[src/rtl/vram_rect_fill_if.sv]
// Command and VRAM write-port bundle for the rectangle fill engine.
// slave = fill engine, master = command source plus VRAM arbiter.
interface vram_rect_fill_if #(
  parameter int ADDR_W = 17
);
  logic              cmd_valid;
  logic              cmd_ready;
  logic [7:0]        cmd_x0;
  logic [7:0]        cmd_y0;
  logic [8:0]        cmd_w;
  logic [7:0]        cmd_h;
  logic [7:0]        cmd_color;
  logic [ADDR_W-1:0] BASE_ADDR;
  logic              vram_we;
  logic [ADDR_W-1:0] vram_waddr;
  logic [7:0]        vram_wdata;
  logic              vram_wgnt;
  logic              busy;
  logic              done;

  modport slave (
    input  cmd_valid, cmd_x0, cmd_y0, cmd_w, cmd_h, cmd_color, BASE_ADDR, vram_wgnt,
    output cmd_ready, vram_we, vram_waddr, vram_wdata, busy, done
  );

  modport master (
    output cmd_valid, cmd_x0, cmd_y0, cmd_w, cmd_h, cmd_color, BASE_ADDR, vram_wgnt,
    input  cmd_ready, vram_we, vram_waddr, vram_wdata, busy, done
  );
endinterface

[src/rtl/vram_rect_fill.sv]
// Rectangle fill engine: clips a command to the 256x192 framebuffer and writes
// one RGB332 pixel per granted cycle in raster order, same addressing as scanout.
module vram_rect_fill #(
  parameter int H_SRC  = 256,
  parameter int V_SRC  = 192,
  parameter int ADDR_W = 17
) (
  input  logic           clk25,
  input  logic           rst,
  vram_rect_fill_if.slave bus
);
  localparam int         XW    = $clog2(H_SRC);
  localparam logic [9:0] H_LIM = 10'(H_SRC);
  localparam logic [8:0] V_LIM = 9'(V_SRC);

  typedef enum logic [1:0] {IDLE, FILL, DONE} state_t;

  state_t            state_q;
  logic [7:0]        x_q, y_q, x0_q;
  logic [8:0]        x_end_q;
  logic [7:0]        y_end_q;
  logic [ADDR_W-1:0] base_q;
  logic              ready_q, busy_q, done_q, we_q;
  logic [ADDR_W-1:0] addr_q;
  logic [7:0]        wdata_q;

  logic [9:0]        x_sum;
  logic [8:0]        y_sum;
  logic [8:0]        x_end_d;
  logic [7:0]        y_end_d;
  logic              empty_d, accept, last_col, last_row;
  logic [7:0]        x_d, y_d;
  logic [ADDR_W-1:0] addr_d, addr0_d;

  always_comb begin
    x_sum    = {2'b00, bus.cmd_x0} + {1'b0, bus.cmd_w};
    y_sum    = {1'b0, bus.cmd_y0} + {1'b0, bus.cmd_h};
    x_end_d  = (x_sum > H_LIM) ? H_LIM[8:0] : x_sum[8:0];
    y_end_d  = (y_sum > V_LIM) ? V_LIM[7:0] : y_sum[7:0];
    // x0 is always on-screen, so only w, h and y0 can make the clip window empty
    empty_d  = (bus.cmd_w == 9'd0) || (bus.cmd_h == 8'd0) || ({1'b0, bus.cmd_y0} >= V_LIM);
    accept   = (state_q == IDLE) && ready_q && bus.cmd_valid;
    last_col = ({1'b0, x_q} == x_end_q - 9'd1);
    last_row = (y_q == y_end_q - 8'd1);
    x_d      = last_col ? x0_q : x_q + 8'd1;
    y_d      = last_col ? y_q + 8'd1 : y_q;
    addr_d   = base_q + (ADDR_W'(y_d) << XW) + ADDR_W'(x_d);
    addr0_d  = bus.BASE_ADDR + (ADDR_W'(bus.cmd_y0) << XW) + ADDR_W'(bus.cmd_x0);
  end

  always_ff @(posedge clk25) begin
    if (rst) begin
      state_q <= IDLE;
      ready_q <= 1'b0;
      busy_q  <= 1'b0;
      done_q  <= 1'b0;
      we_q    <= 1'b0;
      addr_q  <= '0;
      wdata_q <= '0;
      x_q     <= '0;
      y_q     <= '0;
      x0_q    <= '0;
      x_end_q <= '0;
      y_end_q <= '0;
      base_q  <= '0;
    end else begin
      case (state_q)
        IDLE: begin
          ready_q <= 1'b1;
          done_q  <= 1'b0;
          if (accept) begin
            ready_q <= 1'b0;
            x0_q    <= bus.cmd_x0;
            x_q     <= bus.cmd_x0;
            y_q     <= bus.cmd_y0;
            x_end_q <= x_end_d;
            y_end_q <= y_end_d;
            base_q  <= bus.BASE_ADDR;
            if (empty_d) begin
              state_q <= DONE;
              done_q  <= 1'b1;
            end else begin
              state_q <= FILL;
              busy_q  <= 1'b1;
              we_q    <= 1'b1;
              addr_q  <= addr0_d;
              wdata_q <= bus.cmd_color;
            end
          end
        end
        FILL: begin
          // without a grant every output holds, so the beat is simply re-presented
          if (bus.vram_wgnt) begin
            if (last_col && last_row) begin
              state_q <= DONE;
              we_q    <= 1'b0;
              busy_q  <= 1'b0;
              done_q  <= 1'b1;
            end else begin
              x_q    <= x_d;
              y_q    <= y_d;
              addr_q <= addr_d;
            end
          end
        end
        DONE: begin
          done_q  <= 1'b0;
          ready_q <= 1'b1;
          state_q <= IDLE;
        end
        default: state_q <= IDLE;
      endcase
    end
  end

  assign bus.cmd_ready  = ready_q;
  assign bus.busy       = busy_q;
  assign bus.done       = done_q;
  assign bus.vram_we    = we_q;
  assign bus.vram_waddr = addr_q;
  assign bus.vram_wdata = wdata_q;
endmodule
[src/flat_wrapper.sv]
// flat-port wrapper written by rule: the top's interface ports become plain ports
module vram_rect_fill_flat 
#(
  parameter int H_SRC  = 256,
  parameter int V_SRC  = 192,
  parameter int ADDR_W = 17
)
  (clk25, rst, bus_cmd_valid, bus_cmd_x0, bus_cmd_y0, bus_cmd_w, bus_cmd_h, bus_cmd_color, bus_BASE_ADDR, bus_vram_wgnt, bus_cmd_ready, bus_vram_we, bus_vram_waddr, bus_vram_wdata, bus_busy, bus_done);
  vram_rect_fill_if #(.ADDR_W(ADDR_W)) bus_i ();
  input  logic clk25;
  input  logic rst;
  input wire logic [$bits(bus_i.cmd_valid)-1:0] bus_cmd_valid;
  input wire logic [$bits(bus_i.cmd_x0)-1:0] bus_cmd_x0;
  input wire logic [$bits(bus_i.cmd_y0)-1:0] bus_cmd_y0;
  input wire logic [$bits(bus_i.cmd_w)-1:0] bus_cmd_w;
  input wire logic [$bits(bus_i.cmd_h)-1:0] bus_cmd_h;
  input wire logic [$bits(bus_i.cmd_color)-1:0] bus_cmd_color;
  input wire logic [$bits(bus_i.BASE_ADDR)-1:0] bus_BASE_ADDR;
  input wire logic [$bits(bus_i.vram_wgnt)-1:0] bus_vram_wgnt;
  output wire logic [$bits(bus_i.cmd_ready)-1:0] bus_cmd_ready;
  output wire logic [$bits(bus_i.vram_we)-1:0] bus_vram_we;
  output wire logic [$bits(bus_i.vram_waddr)-1:0] bus_vram_waddr;
  output wire logic [$bits(bus_i.vram_wdata)-1:0] bus_vram_wdata;
  output wire logic [$bits(bus_i.busy)-1:0] bus_busy;
  output wire logic [$bits(bus_i.done)-1:0] bus_done;
  assign bus_i.cmd_valid = bus_cmd_valid;
  assign bus_i.cmd_x0 = bus_cmd_x0;
  assign bus_i.cmd_y0 = bus_cmd_y0;
  assign bus_i.cmd_w = bus_cmd_w;
  assign bus_i.cmd_h = bus_cmd_h;
  assign bus_i.cmd_color = bus_cmd_color;
  assign bus_i.BASE_ADDR = bus_BASE_ADDR;
  assign bus_i.vram_wgnt = bus_vram_wgnt;
  assign bus_cmd_ready = bus_i.cmd_ready;
  assign bus_vram_we = bus_i.vram_we;
  assign bus_vram_waddr = bus_i.vram_waddr;
  assign bus_vram_wdata = bus_i.vram_wdata;
  assign bus_busy = bus_i.busy;
  assign bus_done = bus_i.done;
  vram_rect_fill #(.H_SRC(H_SRC), .V_SRC(V_SRC), .ADDR_W(ADDR_W)) u_core (.clk25(clk25), .rst(rst), .bus(bus_i));
endmodule
[config.mk]
export PLATFORM = sky130hd
export DESIGN_NAME = vram_rect_fill_flat
export DESIGN_NICKNAME = d
export VERILOG_FILES = /design/src/rtl/vram_rect_fill_if.sv /design/src/rtl/vram_rect_fill.sv /design/src/flat_wrapper.sv
export SDC_FILE = /design/constraint.sdc
export NUM_CORES = 1
export LEC_CHECK = 0
export BUFFER_PORTS_ARGS = -buffer_cell sky130_fd_sc_hd__buf_2
export CAP_MARGIN = 40
export CORE_MARGIN = 10
export CORE_UTILIZATION = 39
export CTS_CLUSTER_DIAMETER = 80
export DETAILED_ROUTE_END_ITERATION = 8
export SLEW_MARGIN = 15
export SYNTH_ARGS = -nofsm -noshare
export SYNTH_HDL_FRONTEND = slang
export SYNTH_SLANG_ARGS = --single-unit
export TNS_END_PERCENT = 10
[constraint.sdc]
create_clock -name clk25 -period 11.5 [get_ports clk25]
set_input_delay 1.15 -clock clk25 [delete_from_list [all_inputs] [get_ports clk25]]
set_output_delay 1.15 -clock clk25 [all_outputs]
set_load 0.005 [all_outputs]
Word-level counts from Yosys, hierarchy flattened. Index checks and enable logic that the tools add are counted. Widths: inputs -> output; s select.

Flip-flop bits (word level): 88. Bits in latches: 0. Bits in writable memories: 0. Bits in read-only memories: 0. Input bits: 62. Output and inout bits: 29. Word-level logic and storage cells: 87. Memories: 0.

$add $sub $neg: 10. $mul: 0. Div/mod/pow operators: 0. Magnitude comparators: 3. Equal/unequal tests: 9. Shift operators: 0. Muxes and demuxes: 34. Bitwise logic cells: 1. Reductions and logical operators: 18.

Operators by type and width (count): $mux 8 (9); $mux 17 (4); $add 17x16->17 (2); $add 17x8->17 (2); $pmux 17 s2 (1); $pmux 8 s2 (2); $add 8x1->8 const B (2); $add 8x9->10 (1); $gt 10x9->1 const B (1); $reduce_and 5->1 (2); $add 8x8->9 (1); $eq 8x9->1 (1); $gt 9x8->1 const B (1); $logic_not 9->1 (1); $mux 1 (9); $mux 9 (1); $reduce_and 3->1 (3); $sub 9x1->9 const B (1); $eq 8x8->1 (1); $ge 8x8->1 const B (1); $logic_not 8->1 (1); $mux 2 (4); $sub 8x1->8 const B (1); $ne 2x2->1 const B (3); other kinds (14) (20).

Logic depth before layout (Yosys ltp). Gate-level depths: netlist of the first run.

Depth in word-level cells: 8. Depth in mapped cells: 21. Gate-level depth less buffers: 20.

Least setup slack after synthesis of the first run. No wires, ideal clock.

Kind: register to register. Start: register u_core.x_end_q[0]. End: register u_core.addr_q[16] (netlist: u_core.bus.vram_waddr[16]). Setup time: 0.129 ns. Data arrival time: 3.847 ns. Data required time: 11.371 ns. Setup slack: 7.524 ns. Stages on the path, launching flop included: 22. Buffers on the path: 1. Clock period less this slack: 3.976 ns. Cells stage by stage: dfxtp_1 > inv_1 > ha_1 > or4b_4 > nor4_4 > xnor2_1 > o2111a_2 > and2_1 > buf_6 > a21oi_1 > inv_1 > ha_1 > inv_1 > fa_1 > nor2b_1 > o21bai_1 > a211o_1 > a21boi_0 > o31ai_1 > o21ai_0 > xnor2_1 > a21oi_1.

Cells in the longest elaborated chain, start to end: 8. Elaborated cells between the ends (all ways): 12. Those cells by class: 3 x add/sub; 2 x eq/ne; 5 x mux; 2 x reduce/logical.

RTL lines: start, declared (RTL line vram_rect_fill.sv:20) `logic [8:0] x_end_q;`; start signal, assigned (RTL line vram_rect_fill.sv:76) `x_end_q <= x_end_d;`; $sub 9x1->9 (*) (RTL line vram_rect_fill.sv:43) `last_col = ({1'b0, x_q} == x_end_q - 9'd1);`; $eq 8x9->1 (*) (RTL line vram_rect_fill.sv:43); $mux 8 (RTL line vram_rect_fill.sv:46) `y_d = last_col ? y_q + 8'd1 : y_q;`; $add 17x16->17 (RTL line vram_rect_fill.sv:47) `addr_d = base_q + (ADDR_W'(y_d) << XW) + ADDR_W'(x_d);`; $add 17x8->17 (RTL line vram_rect_fill.sv:47); $mux 17 (RTL line vram_rect_fill.sv:94) `if (last_col && last_row) begin`; $mux 17 (RTL line vram_rect_fill.sv:93) `if (bus.vram_wgnt) begin`; $pmux 17 s2 (RTL line vram_rect_fill.sv:67) `case (state_q)`; end signal, assigned (RTL line vram_rect_fill.sv:86) `addr_q <= addr0_d;`; end signal, assigned (RTL line vram_rect_fill.sv:102) `addr_q <= addr_d;`; end, declared (RTL line vram_rect_fill.sv:24) `logic [ADDR_W-1:0] addr_q;`.

Mark *: on every way between the ends. The rest lies on a longest branch, timed or not. The select of a mux whose other input is x is not followed. A chain may end at the register's enable or synchronous reset.

Final worst setup path of the first run.
Start: register u_core.x_end_q[0]. End: register u_core.addr_q[12] (netlist: u_core.bus.vram_waddr[12]).

Same word-level chain as after synthesis.

==> results.toml, run 1 <==
[synth]
synth_top_family_by_area = "compound AO/OA/AOI/OAI gates"
synth.distinct_cells = 66
ys.warnings.count = 0
synth_area_mm2 = 0.00681
async_flop_share = 0
yosys_most_used_dff = "dfxtp_1"
seq_area_frac_synth = 0.259
synth_cells = 866
synth_edf_count = 0
synth_xor_area_frac = 0.0823
synth_compound_area_frac = 0.230
synth_fp_nets = 989
avgSynthCellArea_um2 = 7.86
muxShareOfSynthArea = 0.0439
yosys.area_share.simple = 0.220
ys_ff_latch = 88
synth_fa_ha_area_frac = 0.116

[routing]
vias = 6330
avgViaCountPerCell = 5.47
drtIter0Drc = 417
wl_per_cell_um = 16.9
drc_errors = 0
dr.pass1.iters = 5
drt_wl_total_um = 19600
drtAntennaViolNets = 0

[place]
gp_congestion = 0.828
dp_hpwl_um = 15100
portBuffers = 90

[global_route]
grt_pass1_vias = 6189
grtUsageTotal = 0.167
antenna_found_initial = 0
gr-total-overflow = 0
grt_max_degree = 62
grt_pass1_wl_um = 32500

[cts]
numCtsBuffers = 9
cts.sinks = 88
path_clk_slew_ps = 70
insertion_delay_ps = 360
ctsHoldBuffers = 0
cts-root-buf = "clkbuf_16"
cts_resized = 0
cts_buffer_depth = 2
cts_tree = "done"
htreeDepth = 3
post_cts_buffers = 0

[worst_hold_path]
whs_endpoint = "u_core.bus.vram_waddr[7]"
hold_class = "flip-flop to flip-flop"
holdCritStartpoint = "u_core.bus.vram_waddr[7]"
holdPathStages = 2

[sta]
min_period_ps = 4660
rsz0062_at_grt = "no"
finalSetupViolCount = 0
slew-limit-headroom = 0.422
whs_ps = 453
worst_slew_pin_slew_ps = 863
setup_tns_ps = 0
min_period_over_period = 0.405
slew_violations = 0
hold_viol = 0
finalClockSkew_ps = 13.8
max_freq_ghz = 0.214

[power_and_ir_drop]
power.density_mw_per_mm2 = 215
total_power_w = 0.00167
peakVddDrop_uv = 94.0
p_leak_nw = 3.35

[die]
core_area_mm2 = 0.0172
ioPinCount = 91
die_area_mm2 = 0.0231
chipWidth_um = 152
dieHeight_um = 152
rows = 48
start_util = 0.395

[finish]
fin_nets = 1051
antenna_cells = 0
drive_above_1_share = 0.144
area.growth.synth_to_final_pct = 14.5

[outcome]
status = "finished, final reports clean"

[setup_path]
worstSetupEndpointType = "flip-flop"
cp_data_arrival_time_ps = 4920
regToRegStartpoint = "u_core.x_end_q[0]"
r2r_cells = 20
crit_required_ps = 11760
startpoint_type = "flip-flop"
crit_fanout = 8
r2r_end = "u_core.bus.vram_waddr[12]"
r2r_slack_ps = 6840
path_class = "flip-flop to flip-flop"

[flow_run]
cap_violations = 0
[final cells by class]
class,count,area [um^2]
fill,1766,9440
multi-input combinational,696,4730
sequential,88,1760
timing repair buffer,97,563
tap,225,282
clock buffer,9,225
inverter,36,135
clock inverter,7,104
[report_power, final]
part	total (W)	internal, W	switching [W]
Sequential	0.000487	0.000395	0.0000914
Combinational	0.000854	0.000363	0.000491
Clock	0.000332	0.000193	0.000139
[critical path, stage by stage, from the launching register on]
cell and delay, ps:
dfxtp_1 350, inv_1 70, ha_1 180, or4b_4 490, nor4_4 150, xnor2_1 140, o2111a_2 310, and2_1 340
a21oi_1 160, inv_1 90, ha_1 160, inv_1 50, fa_1 400, nor2b_1 180, o21bai_1 120, a211o_1 330
a21boi_0 360, o31ai_1 160, xnor2_1 160, o21ai_0 90, a311oi_1 270
[Yosys cell counts, drive strengths merged, types with 5 or more instances]
cell,n,area share
o41ai,7,0.011
and3,6,0.0055
a22o,5,0.0064
buf,10,0.0090
nor2b,19,0.017
nor4,8,0.0096
nand3,20,0.015
nand2,92,0.051
a21oi,76,0.056
a211o,7,0.0090
a211oi,30,0.033
a31oi,6,0.0055
nor3,20,0.015
nor3b,7,0.0077
o21a,7,0.0077
a21o,9,0.0099
and2,5,0.0046
mux2i,22,0.032
mux2,7,0.012
dfxtp,88,0.26
o31ai,8,0.0088
clkbuf,36,0.020
or3,6,0.0055
nand4,7,0.0064
inv,35,0.019
nand2b,8,0.0073
o21ai,33,0.024
nor2,87,0.048
nand3b,13,0.014
xor2,25,0.032
ha,57,0.10
xnor2,39,0.050
[flip-flops by register name, summed over array words and instances, names as in the netlist]
signal	flops
u_core.x0_q	8
u_core.x_q	8
u_core.bus.cmd_ready	1
u_core.y_q	8
u_core.base_q	17
u_core.bus.vram_waddr	17
u_core.state_q	2
u_core.bus.done	1
u_core.y_end_q	8
u_core.bus.busy	1
u_core.bus.vram_wdata	8
u_core.x_end_q	9
[layout by cell type (no fill, tap or decap), drive strengths merged, types with 6 or more instances in the layout]
cell    synthesis  layout
a211o           7       7
mux2            7       7
xnor2          39      39
o21a            7       7
o21ai          33      33
mux2i          22      22
and3            6       6
ha             57      57
o31ai           8       8
nor4            8       8
nand4           7       7
a31oi           6       6
dfxtp          88      88
nor2           87      87
o41ai           7       7
or3             6       6
nand3          20      20
nand3b         13      13
nand2          92      92
buf            10      97
xor2           25      25
clkbuf         36       9
inv            35      37
nor3b           7       7
a21oi          76      76
a211oi         30      30
nand2b          8       8
nor2b          19      19
a21o            9       9
nor3           20      20
[kinds of logic after synthesis]
| group | count (synthesis) |
|---|---|
| mux | 29 |
| buf+inv | 82 |
| compound gates | 233 |
| simple gates | 309 |
| xor+xnor | 64 |
| flops | 88 |
| fa+ha+maj | 61 |
[stage by stage]
step                      instances   util  instance area [um^2]  worst slack [ps]
after floorplan                 866      -                  6810              7520
after global placement         1139  0.428                  7390              7010
after detailed placement       1142  0.433                  7470              6920
after CTS                      1158  0.452                  7800              6890
after global routing           1158  0.452                  7800              6410
final                          1158  0.452                  7800              6840
[per-layer routing]
layer  track usage  wire [um]  share of wire  vias to the layer above
met5             0          0              0                        -
met3        0.0375        860          0.044                       17
met4        0.0367        249          0.013                        0
met2         0.282       9250           0.47                      121
li1              -          -              -                     3245
met1         0.211       9220           0.47                     2947
[worst max-delay path by stage]
stage,from,end,slack [ps],depth (start not counted)
floorplan,u_core.x_end_q[0],u_core.bus.vram_waddr[16],7520,21
global placement,u_core.x_end_q[0],u_core.bus.vram_waddr[16],7010,20
detailed placement,u_core.x_end_q[0],u_core.bus.vram_waddr[12],6920,20
CTS,u_core.x_end_q[0],u_core.bus.vram_waddr[12],6890,20
global route,u_core.x_end_q[0],u_core.bus.vram_waddr[12],6410,20
finish,u_core.x_end_q[0],u_core.bus.vram_waddr[12],6840,20
Power figures use the tool's default switching activity.
==> run 2: changes to the inputs <==
clock period = 3.8 ns   (was 11.5 ns; I/O delays follow)
==> run 2 against run 1 <==
Effect of this change:
- the flow now finishes with violations (negative setup slack)
- combinational power increased to 3.3 times the previous value
- highest routed layer unchanged
- die area unchanged
- sequential cell count unchanged
==> results.toml, run 2 (synthesized netlist as in run 1, its figures left out) <==
[flow_run]
cap_violations = 0

[global_route]
grt_max_degree = 72
gr-total-overflow = 0
grtUsageTotal = 0.171
grt_pass1_wl_um = 33000
grt_pass1_vias = 6432
antenna_found_initial = 0

[sta]
whs_ps = 249
min_period_ps = 4070
finalSetupViolCount = 10
rsz0062_at_grt = "yes"
min_period_over_period = 1.07
slew_violations = 0
worst_slew_pin_slew_ps = 810
setup_ws_ps = -275
hold_viol = 0
slew-limit-headroom = 0.458
finalClockSkew_ps = 10.9
max_freq_ghz = 0.245

[power_and_ir_drop]
total_power_w = 0.00531
power.density_mw_per_mm2 = 634
p_leak_nw = 3.67
peakVddDrop_uv = 349

[finish]
drive_above_1_share = 0.220
n_fill_cell = 1711
final_area_mm2 = 0.00837
antenna_cells = 0
fin_nets = 1109
fin_cells = 1216
mostFrequentLayoutCells = "nand2_1 (91), buf_2 (90), nor2_1 (87), dfxtp_1 (86), a21oi_1 (72)"
seqCellArea_mm2 = 0.00176
multiInputGateArea_mm2 = 0.00490
area.growth.synth_to_final_pct = 22.9
mostFrequentLayoutCell = "nand2_1"

[place]
placed_cell_area_mm2 = 0.00782
portBuffers = 90
dp_hpwl_um = 15700
gp_congestion = 0.843
dp_slack_ps = -300
post-place-cells = 1194

[worst_hold_path]
whs_endpoint = "u_core.bus.vram_wdata[5]"
holdPathStages = 3
hold_class = "primary input to flip-flop"
holdCritStartpoint = "bus_cmd_color[5]"

[cts]
cts.sinks = 88
cts_buffer_depth = 2
htreeDepth = 3
insertion_delay_ps = 360
cts-root-buf = "clkbuf_16"
path_clk_slew_ps = 60
cts_tree = "done"
numCtsBuffers = 9

[setup_path]
r2r_cells = 21
r2r_end = "u_core.bus.vram_waddr[12]"
r2r_slack_ps = -270
crit_fanout = 3
regToRegStartpoint = "u_core.x_end_q[1]"
worstSetupEndpointType = "flip-flop"
startpoint_type = "flip-flop"
crit_top_cell = "inv_2"
crit_path_max_incr_delay_ps = 480
cp_data_arrival_time_ps = 4340
crit_required_ps = 4060
crit_family = "compound AO/OA/AOI/OAI gates"
cpMaxStageDelayCell = "or4b_4"
path_class = "flip-flop to flip-flop"
cp_cell_sequence = "inv_2 > ha_4 > or4b_4 > nor4_4 > xnor2_1 > o2111a_2 > buf_6 > and2_4 > a21oi_4 > inv_2 > ha_4 > inv_2 > fa_2 > nor2b_4 > o21bai_4 > a211o_1 > a21boi_2 > o31ai_2 > xnor2_1 > o21ai_1 > a311oi_1"
worst-path-buf-inv = 4

[die]
die_area_mm2 = 0.0231
chipWidth_um = 152
rows = 48
start_util = 0.395
dieHeight_um = 152
core_area_mm2 = 0.0172
ioPinCount = 91

[routing]
dr.pass1.iters = 5
wl_per_cell_um = 16.8
drtIter0Drc = 337
drt_wl_total_um = 20400
drc_errors = 0
avgViaCountPerCell = 5.41
drtAntennaViolNets = 0
vias = 6575

[outcome]
violations = "negative setup slack"
status = "complete, but fails checks"
==> run 2: changes by cell type in the layout (fill, tap and decap cells not counted), sizes merged <==
cell,change
clkinvlp,-1
bufinv,+1
buf,+58
inv,-2
clkbuf,+1
clkinv,+1
==> run 2: area by class of cell <==
class | instances | share of cell area
Clock inverter | 6 | 0.0129
Timing Repair Buffer | 155 | 0.114
Sequential cell | 88 | 0.211
Clock buffer | 10 | 0.0274
Multi-Input combinational cell | 696 | 0.585
Tap cell | 225 | 0.0336
Inverter | 36 | 0.0161
==> run 2: how the worst max path moves through the flow <==
stage                      startpoint  cells past startpoint  slack [ps]                         to
finish              u_core.x_end_q[1]                     21        -270  u_core.bus.vram_waddr[12]
global route        u_core.x_end_q[1]                     21        -470  u_core.bus.vram_waddr[12]
CTS                 u_core.x_end_q[0]                     21        -170  u_core.bus.vram_waddr[12]
detailed placement  u_core.x_end_q[0]                     21        -300  u_core.bus.vram_waddr[12]
global placement    u_core.x_end_q[0]                     17        -230  u_core.bus.vram_waddr[14]
floorplan           u_core.x_end_q[0]                     21         -60  u_core.bus.vram_waddr[12]
==> run 2: metal layers <==
metal,share of wire,vias to the layer above,global-route usage
met1,0.46,3075,0.212
li1,-,3349,-
met3,0.035,24,0.0325
met5,0,-,0
met4,0.011,0,0.0358
met2,0.49,127,0.300
==> run 2: where the power goes <==
group	total (W)	leakage [nW]	internal (W)	switching, W
logic	0.00282	2.78	0.00124	0.00159
clock network	0.00104	0.162	0.000641	0.000396
registers	0.00145	0.720	0.00120	0.000252
total	0.00531	3.67	0.00307	0.00223
==> run 2: repair_timing <==
action                                  4_1_cts  5_1_grt
endpoints found under the hold margin         0        0
endpoints found under the setup margin       10       12
hold buffers                                  0        0
cloned                                        0        0
resized for setup                            10       28
buffers inserted                              1        5
pin swaps                                     5       18
==> run 2: worst register-to-register path, delay by kind of cell, from the launching register on <==
| family | cells | cell delay (ps) |
|---|---|---|
| buffers and inverters | 4 | 270 |
| AO/OA/AOI/OAI | 8 | 1400 |
| AND/OR/NAND/NOR | 4 | 1010 |
| XOR/XNOR | 2 | 330 |
| adder cells (fa/ha/maj) | 3 | 660 |
| flip-flops | 1 | 320 |
==> run 2: per-stage QoR <==
stage / util / setup TNS [ps]
after floorplan: - / -196
after global placement: 0.454 / -1250
after detailed placement: 0.454 / -1950
after CTS: 0.476 / -753
after global routing: 0.486 / -3810
final: 0.486 / -1420
